## config.mk

```make
export PLATFORM = sky130hd
export DESIGN_NAME = demux_1_8_tdm
export DESIGN_NICKNAME = d
export VERILOG_FILES = /design/src/rtl/demux_1_8_tdm.sv
export SDC_FILE = /design/constraint.sdc
export NUM_CORES = 1
export LEC_CHECK = 0
export CORE_MARGIN = 2
export CORE_UTILIZATION = 32
export DETAILED_ROUTE_END_ITERATION = 10
export PLACE_DENSITY = 0.64
export REMOVE_ABC_BUFFERS = 1
export SLEW_MARGIN = 20
export SYNTH_ARGS = -nofsm -noshare
export SYNTH_HDL_FRONTEND = slang
export SYNTH_SLANG_ARGS = --single-unit
export TNS_END_PERCENT = 10
```

## constraint.sdc

```tcl
create_clock -name i_clk -period 2.4 [get_ports i_clk]
set_input_delay 0.48 -clock i_clk [delete_from_list [all_inputs] [get_ports i_clk]]
set_output_delay 0.48 -clock i_clk [all_outputs]
set_load 0.01 [all_outputs]
```

## src/rtl/demux_1_8_tdm.sv

```systemverilog
// Receive side of the 8:1 time-division selector path.
// Collects one serial bit per slot into an 8-bit word and flags broken or stalled frames.
module demux_1_8_tdm #(
  parameter int unsigned TIMEOUT_CYCLES = 16
) (
  input  logic       i_clk,
  input  logic       i_rst,
  input  logic       i_en,
  input  logic       i_valid,
  input  logic       i_frame_start,
  input  logic       i_d,
  output logic [2:0] o_sel_code,
  output logic [7:0] o_code,
  output logic       o_code_valid,
  output logic       o_busy,
  output logic       o_frame_err
);

  localparam int unsigned SEL_W   = 3;
  localparam int unsigned CODE_W  = 8;
  localparam int unsigned SHDW_W  = CODE_W - 1;
  localparam int unsigned TMO_W   = 8;
  localparam logic [TMO_W-1:0]  TMO_LIMIT = TMO_W'(TIMEOUT_CYCLES);
  localparam logic [TMO_W-1:0]  TMO_MAX   = {TMO_W{1'b1}};
  localparam logic [SEL_W-1:0]  LAST_SLOT = SEL_W'(CODE_W - 1);

  typedef enum logic {
    S_IDLE = 1'b0,
    S_RECV = 1'b1
  } state_t;

  state_t              state_q;
  state_t              state_d;
  logic [SHDW_W-1:0]   shadow_q;
  logic [SHDW_W-1:0]   shadow_d;
  logic [TMO_W-1:0]    tmo_q;
  logic [TMO_W-1:0]    tmo_d;
  logic [SEL_W-1:0]    sel_d;
  logic [CODE_W-1:0]   code_d;
  logic                code_valid_d;
  logic                frame_err_d;

  logic                beat_c;
  logic                last_beat_c;
  logic [TMO_W-1:0]    tmo_inc_c;
  logic                tmo_hit_c;

  assign beat_c      = i_en & i_valid;
  assign last_beat_c = (o_sel_code == LAST_SLOT);
  // Saturating increment so the counter can never wrap back below the limit
  assign tmo_inc_c   = (tmo_q == TMO_MAX) ? tmo_q : tmo_q + TMO_W'(1);
  assign tmo_hit_c   = (tmo_inc_c >= TMO_LIMIT);

  // State register
  always_ff @(posedge i_clk) begin
    if (i_rst) begin
      state_q <= S_IDLE;
    end else begin
      state_q <= state_d;
    end
  end

  // Next-state logic
  always_comb begin
    state_d = state_q;
    case (state_q)
      S_IDLE: begin
        if (beat_c && i_frame_start) begin
          state_d = S_RECV;
        end
      end
      S_RECV: begin
        if (beat_c) begin
          if (!i_frame_start && last_beat_c) begin
            state_d = S_IDLE;
          end
        end else if (i_en && tmo_hit_c) begin
          state_d = S_IDLE;
        end
      end
      default: state_d = S_IDLE;
    endcase
  end

  // Next values for the datapath and registered outputs
  always_comb begin
    sel_d        = o_sel_code;
    shadow_d     = shadow_q;
    tmo_d        = tmo_q;
    code_d       = o_code;
    code_valid_d = 1'b0;
    frame_err_d  = 1'b0;
    case (state_q)
      S_IDLE: begin
        tmo_d = '0;
        if (beat_c && i_frame_start) begin
          shadow_d = {{(SHDW_W-1){1'b0}}, i_d};
          sel_d    = SEL_W'(1);
        end
      end
      S_RECV: begin
        if (beat_c) begin
          tmo_d = '0;
          if (i_frame_start) begin
            // Premature restart: drop the partial word, this beat is slot 0
            frame_err_d = 1'b1;
            shadow_d    = {{(SHDW_W-1){1'b0}}, i_d};
            sel_d       = SEL_W'(1);
          end else begin
            for (int unsigned k = 0; k < SHDW_W; k++) begin
              if (o_sel_code == SEL_W'(k)) begin
                shadow_d[k] = i_d;
              end
            end
            sel_d = o_sel_code + SEL_W'(1);
            if (last_beat_c) begin
              code_d       = {i_d, shadow_q};
              code_valid_d = 1'b1;
            end
          end
        end else if (i_en) begin
          if (tmo_hit_c) begin
            frame_err_d = 1'b1;
            sel_d       = '0;
            tmo_d       = '0;
          end else begin
            tmo_d = tmo_inc_c;
          end
        end
      end
      default: begin
        sel_d = '0;
        tmo_d = '0;
      end
    endcase
  end

  // Datapath and output registers
  always_ff @(posedge i_clk) begin
    if (i_rst) begin
      o_sel_code   <= '0;
      shadow_q     <= '0;
      tmo_q        <= '0;
      o_code       <= '0;
      o_code_valid <= 1'b0;
      o_busy       <= 1'b0;
      o_frame_err  <= 1'b0;
    end else begin
      o_sel_code   <= sel_d;
      shadow_q     <= shadow_d;
      tmo_q        <= tmo_d;
      o_code       <= code_d;
      o_code_valid <= code_valid_d;
      o_busy       <= (state_d == S_RECV);
      o_frame_err  <= frame_err_d;
    end
  end

endmodule

```

# Yosys cells after proc, flatten, opt, wreduce, memory -nomap -nowiden
# Index checks and enable logic that the tools add are counted.
totals:
  ram_bits: 0
  memories: 0
  register_bits: 29
  latchBits: 0
  wordCells: 87
  rom_bits: 0
classes:
  order_cmp: 1
  addsub: 2
  shifts: 0
  eq_ne: 19
  n_mux: 32
  mul: 0
  n_reduce_logical: 16
  bitwise_logic: 4
  div: 0
op_table:
  columns: ["operator", "count"]
  rows:
  - ["8-bit two-way mux", 4]
  - ["3-bit by 2-bit != test with 1-bit output, second input constant", 8]
  - ["3-bit AND reduction", 8]
  - ["7-bit two-way mux", 3]
  - ["1-bit two-way mux", 16]
  - ["8-bit case mux with 2 select lines", 1]
  - ["3-bit two-way mux", 5]
  - ["7-bit case mux with 2 select lines", 1]
  - ["3-bit equality test, second input constant", 4]
  - ["8-bit by 1-bit adder with 8-bit output, second input constant", 1]
  - ["8-bit equality test, second input constant", 1]
  - ["8-bit by 5-bit greater-or-equal comparator with 1-bit output, second input constant", 1]
  - ["3-bit by 2-bit equality test with 1-bit output, second input constant", 2]
  - ["3-bit case mux with 2 select lines", 1]
  - ["4-bit AND reduction", 1]
  - ["4-bit OR reduction", 1]
  - ["3-bit by 1-bit adder with 3-bit output, second input constant", 1]
  - ["3-bit by 1-bit equality test with 1-bit output, second input constant", 1]
  - ["1-bit logical AND", 3]
  - ["3-bit logical NOT", 1]
  - ["3-bit by 1-bit != test with 1-bit output, second input constant", 1]
  - ["1-bit NOT", 3]
  - ["2-bit by 1-bit != test with 1-bit output, second input constant", 1]
  - ["2-bit != test, second input constant", 1]
  - ["4 further kinds", 4]

# Longest topological paths before layout
depth:
  word_depth: 7
  mapped_depth: 6
  ltp_nobuf: 6

# Least setup slack after synthesis
# No wires, ideal clock.
synth_timing:
  kind: "input to register"
  from: "input i_valid"
  to: "register shadow_q[0]"
  path_slack_ps: 992
  arrival_time_ps: 1278
  stages: 6
  setup_time_ps: 130
  t_required_ps: 2270
  cell_sequence: "buf_2 and3_1 buf_2 a21oi_1 mux2i_1 nor2_1"
synth_between:
  elab_chain_len: 4
  word_cells_on_any_way: 5
synth_rtl:
  columns: ["item", "line", "source"]
  rows:
  - ["start: declaration", "9", "input logic i_valid,"]
  - ["1-bit bitwise AND *", "48", "assign beat_c = i_en & i_valid;"]
  - ["1-bit logical AND", "96", "if (beat_c && i_frame_start) begin"]
  - ["2-bit != test (no source line)", null, null]
  - ["3-bit AND reduction (no source line) *", null, null]
  - ["end signal: assignment", "150", "shadow_q <= shadow_d;"]
  - ["end: declaration", "34", "logic [SHDW_W-1:0] shadow_q;"]
# Mark *: on every way between the ends. The rest lies on a longest branch, timed or not.
# A chain may end at the register's enable or synchronous reset.

# Worst setup path after layout
layout_timing:
  from: "register o_busy"
  to: "output o_busy"
layout_rtl:
  columns: ["item", "line", "source"]
  rows:
  - ["start: declaration", "15", "output logic o_busy,"]
  - ["start signal: assignment", "154", "o_busy <= (state_d == S_RECV);"]
# No word-level cell between the ends.

==> results.ini <==
[floorplanning]
num_io_pins=20
die_area_um2=4770
start_util_pct=33.6
die_height_um=69.0
die_x_um=69.0
core_region_area_um2=4030
rows=23

[clock_tree]
ctsHoldBuffers=0
cts_buffer_depth=2
cts-resized-gates=0
worstSkewPairLatency_ns=0.28
clk_pin_slew_ns=0.06
htreeDepth=2
clock-sinks=29
clockRootBuffer=clkbuf_8
cts_tree=yes
cts_made_buffers=5
post_cts_buffers=0

[timing]
finalSetupViolCount=0
post-route-min-period_ns=1.99
final-hold-violation-count=0
fin_crit_sh_pct=82.9
fin_skew_ns=0.000936
timing.slew.headroom_pct=69.0
rsz0062_at_grt=false
worst_slew_pin_slew_ns=0.465
fin_ws_ns=0.410
fmax_ghz=0.503
finalSetupTns_ns=0
drv_slew=0

[cells_and_area]
drive_above_1_share_pct=16.2
final_util_pct=41.4
fillers=404
nets=166
final_area_um2=1670
final_common_cell=dfxtp_1
n_antenna_cell=0
final_cell_mix=dfxtp_1, clkdlybuf4s50_1, nor2_1
area_growth_pct=23.2

[synth]
yosys_warnings=0
synth_edf_count=0
syn_area_um2=1350
ys_ff_latch=29
synth.avg_cell_area_um2=10.3
synth_cell_types=41
ys.flop_type=dfxtp_1
synth-async-reset-ratio_pct=0
synthesis.instances=132
ys_seq_area_share_pct=42.9

[place]
dpl_cell_area_um2=1580
io_buffers=19
gp_congestion=0.862
place_ws_ns=0.275
hpwl_mm=2.00

[power_and_ir_drop]
switching_power_w=0.000227
p_comb_share_pct=6.5
power.internal_w=0.000712
p_per_area_nw_per_um2=563
clkPwrFrac_pct=41.2
power_frac_seq_pct=52.3
switching_share_pct=24.2
leakage_nw=0.660
total_power_w=0.000939
ir_worst_vdd_v=0.000191

[critical_path]
crit_family=buffers and inverters
required_ns=1.92
rr_startpoint=o_busy
cp_cell_sequence=clkdlybuf4s50_1
critPathLaunchType=flip-flop
critPathBufInv=1
slowest_stage=clkdlybuf4s50_1
path_class=reg -> out
r2r_slack_ns=0.75
worstPathArrival_ns=1.51
r2r-end=o_code[2]
critPathCaptureType=output pin
worst-path-max-fanout=13
crit_cells=1
slowest_delay_ns=0.63
r2r_cells=4

[global_routing]
grt_pass1_vias=965
grt_pass1_wl_mm=4.51
antenna_found_initial=0
globalRouteTotalUtil_pct=11.9
grt_max_degree=14
grt_overflow_total=0

[hold_path]
min_delay_worst_endpoint=o_code[6]
hold_class=reg -> reg
hp-start=shadow_q[6]
hold_depth=1

[drt]
avgViaCountPerCell=5.08
route.detailed.drc=0
antenna_left=0
num_vias=1036
wirelength_mm=2.66
wl_per_cell_um=13.1
drt_pass1_iterations=4
drtIter0Drc=34

[run_status]
status=complete, no violations

[flow_run]
cap_viol_max_count=0

==> through the flow <==
step	cells	hold WS, ns
finish	204	0.473
global route	204	0.487
CTS	204	0.475
detailed placement	196	0.457
global placement	196	0.453
floorplan	126	0.442
==> Yosys cell counts (2+ instances only) <==
cell type / count / area, µm²
a22o_1: 8 / 70.1
ha_1: 7 / 87.6
dfxtp_1: 29 / 581
nor3_2: 2 / 20.0
a21oi_1: 10 / 50.1
inv_1: 7 / 26.3
nor2_1: 14 / 52.6
and3_1: 2 / 12.5
buf_4: 2 / 15.0
nand2_1: 5 / 18.8
xor2_1: 2 / 17.5
mux2i_1: 8 / 80.1
clkbuf_1: 2 / 7.51
buf_2: 2 / 10.0
and2_1: 6 / 37.5
==> power groups by stage <==
stage	Clock, W	Combinational, W	Sequential (W)
5_1_grt	0.000423	0.0000660	0.000492
4_1_cts	0.000395	0.0000603	0.000491
6_report	0.000387	0.0000606	0.000491
3_5_place_dp	0	0.0000596	0.000502
3_3_place_gp	0	0.0000585	0.000502
2_1_floorplan	0	0.0000311	0.000501
==> routing by layer <==
| metal | vias to the layer above | wire length, µm | track usage (%) |
|---|---|---|---|
| met5 | - | 0 | 0 |
| met3 | 9 | 133 | 4.39 |
| met4 | 0 | 79 | 6.54 |
| met2 | 26 | 1210 | 18.1 |
| met1 | 492 | 1240 | 14.5 |
| li1 | 509 | - | - |
==> cell type report <==
cell class                 count  area (µm²)  share of cell area, %
multi-input combinational     90         714                   42.8
sequential                    29         581                   34.8
timing repair buffer          20         198                   11.9
clock buffer                   5        68.8                   4.13
tap                           50        62.6                   3.75
inverter                       7        26.3                   1.58
clock inverter                 3        17.5                   1.05
==> kinds of logic (layout without fill, tap and decap cells) <==
group / after synthesis / count (layout) / share of synthesized area [%]
DFF: 29 / 29 / 42.9
adders and majority gates: 7 / 7 / 6.47
AOI/OAI and AO/OA: 34 / 34 / 21.7
and+or+nand+nor: 39 / 39 / 17.4
muxes: 8 / 8 / 5.92
buffers and inverters: 13 / 35 / 4.34
xor gates and xnor gates: 2 / 2 / 1.29
==> registers in the layout, indices dropped and copies added (netlist names) <==
name          count
o_frame_err       1
o_code_valid      1
tmo_q             8
o_code            8
o_busy            1
o_sel_code        3
shadow_q          7
==> worst max path at each step <==
stage | slack (ns) | endpoint | start
floorplan | 1.01 | o_code[0] | o_sel_code[0]
global placement | 0.38 | o_code[2] | i_valid
detailed placement | 0.28 | o_code[6] | i_valid
CTS | 0.43 | o_busy | o_busy
global route | 0.35 | o_busy | o_busy
finish | 0.41 | o_busy | o_busy
Note: power is estimated with default switching activity, not from simulation.
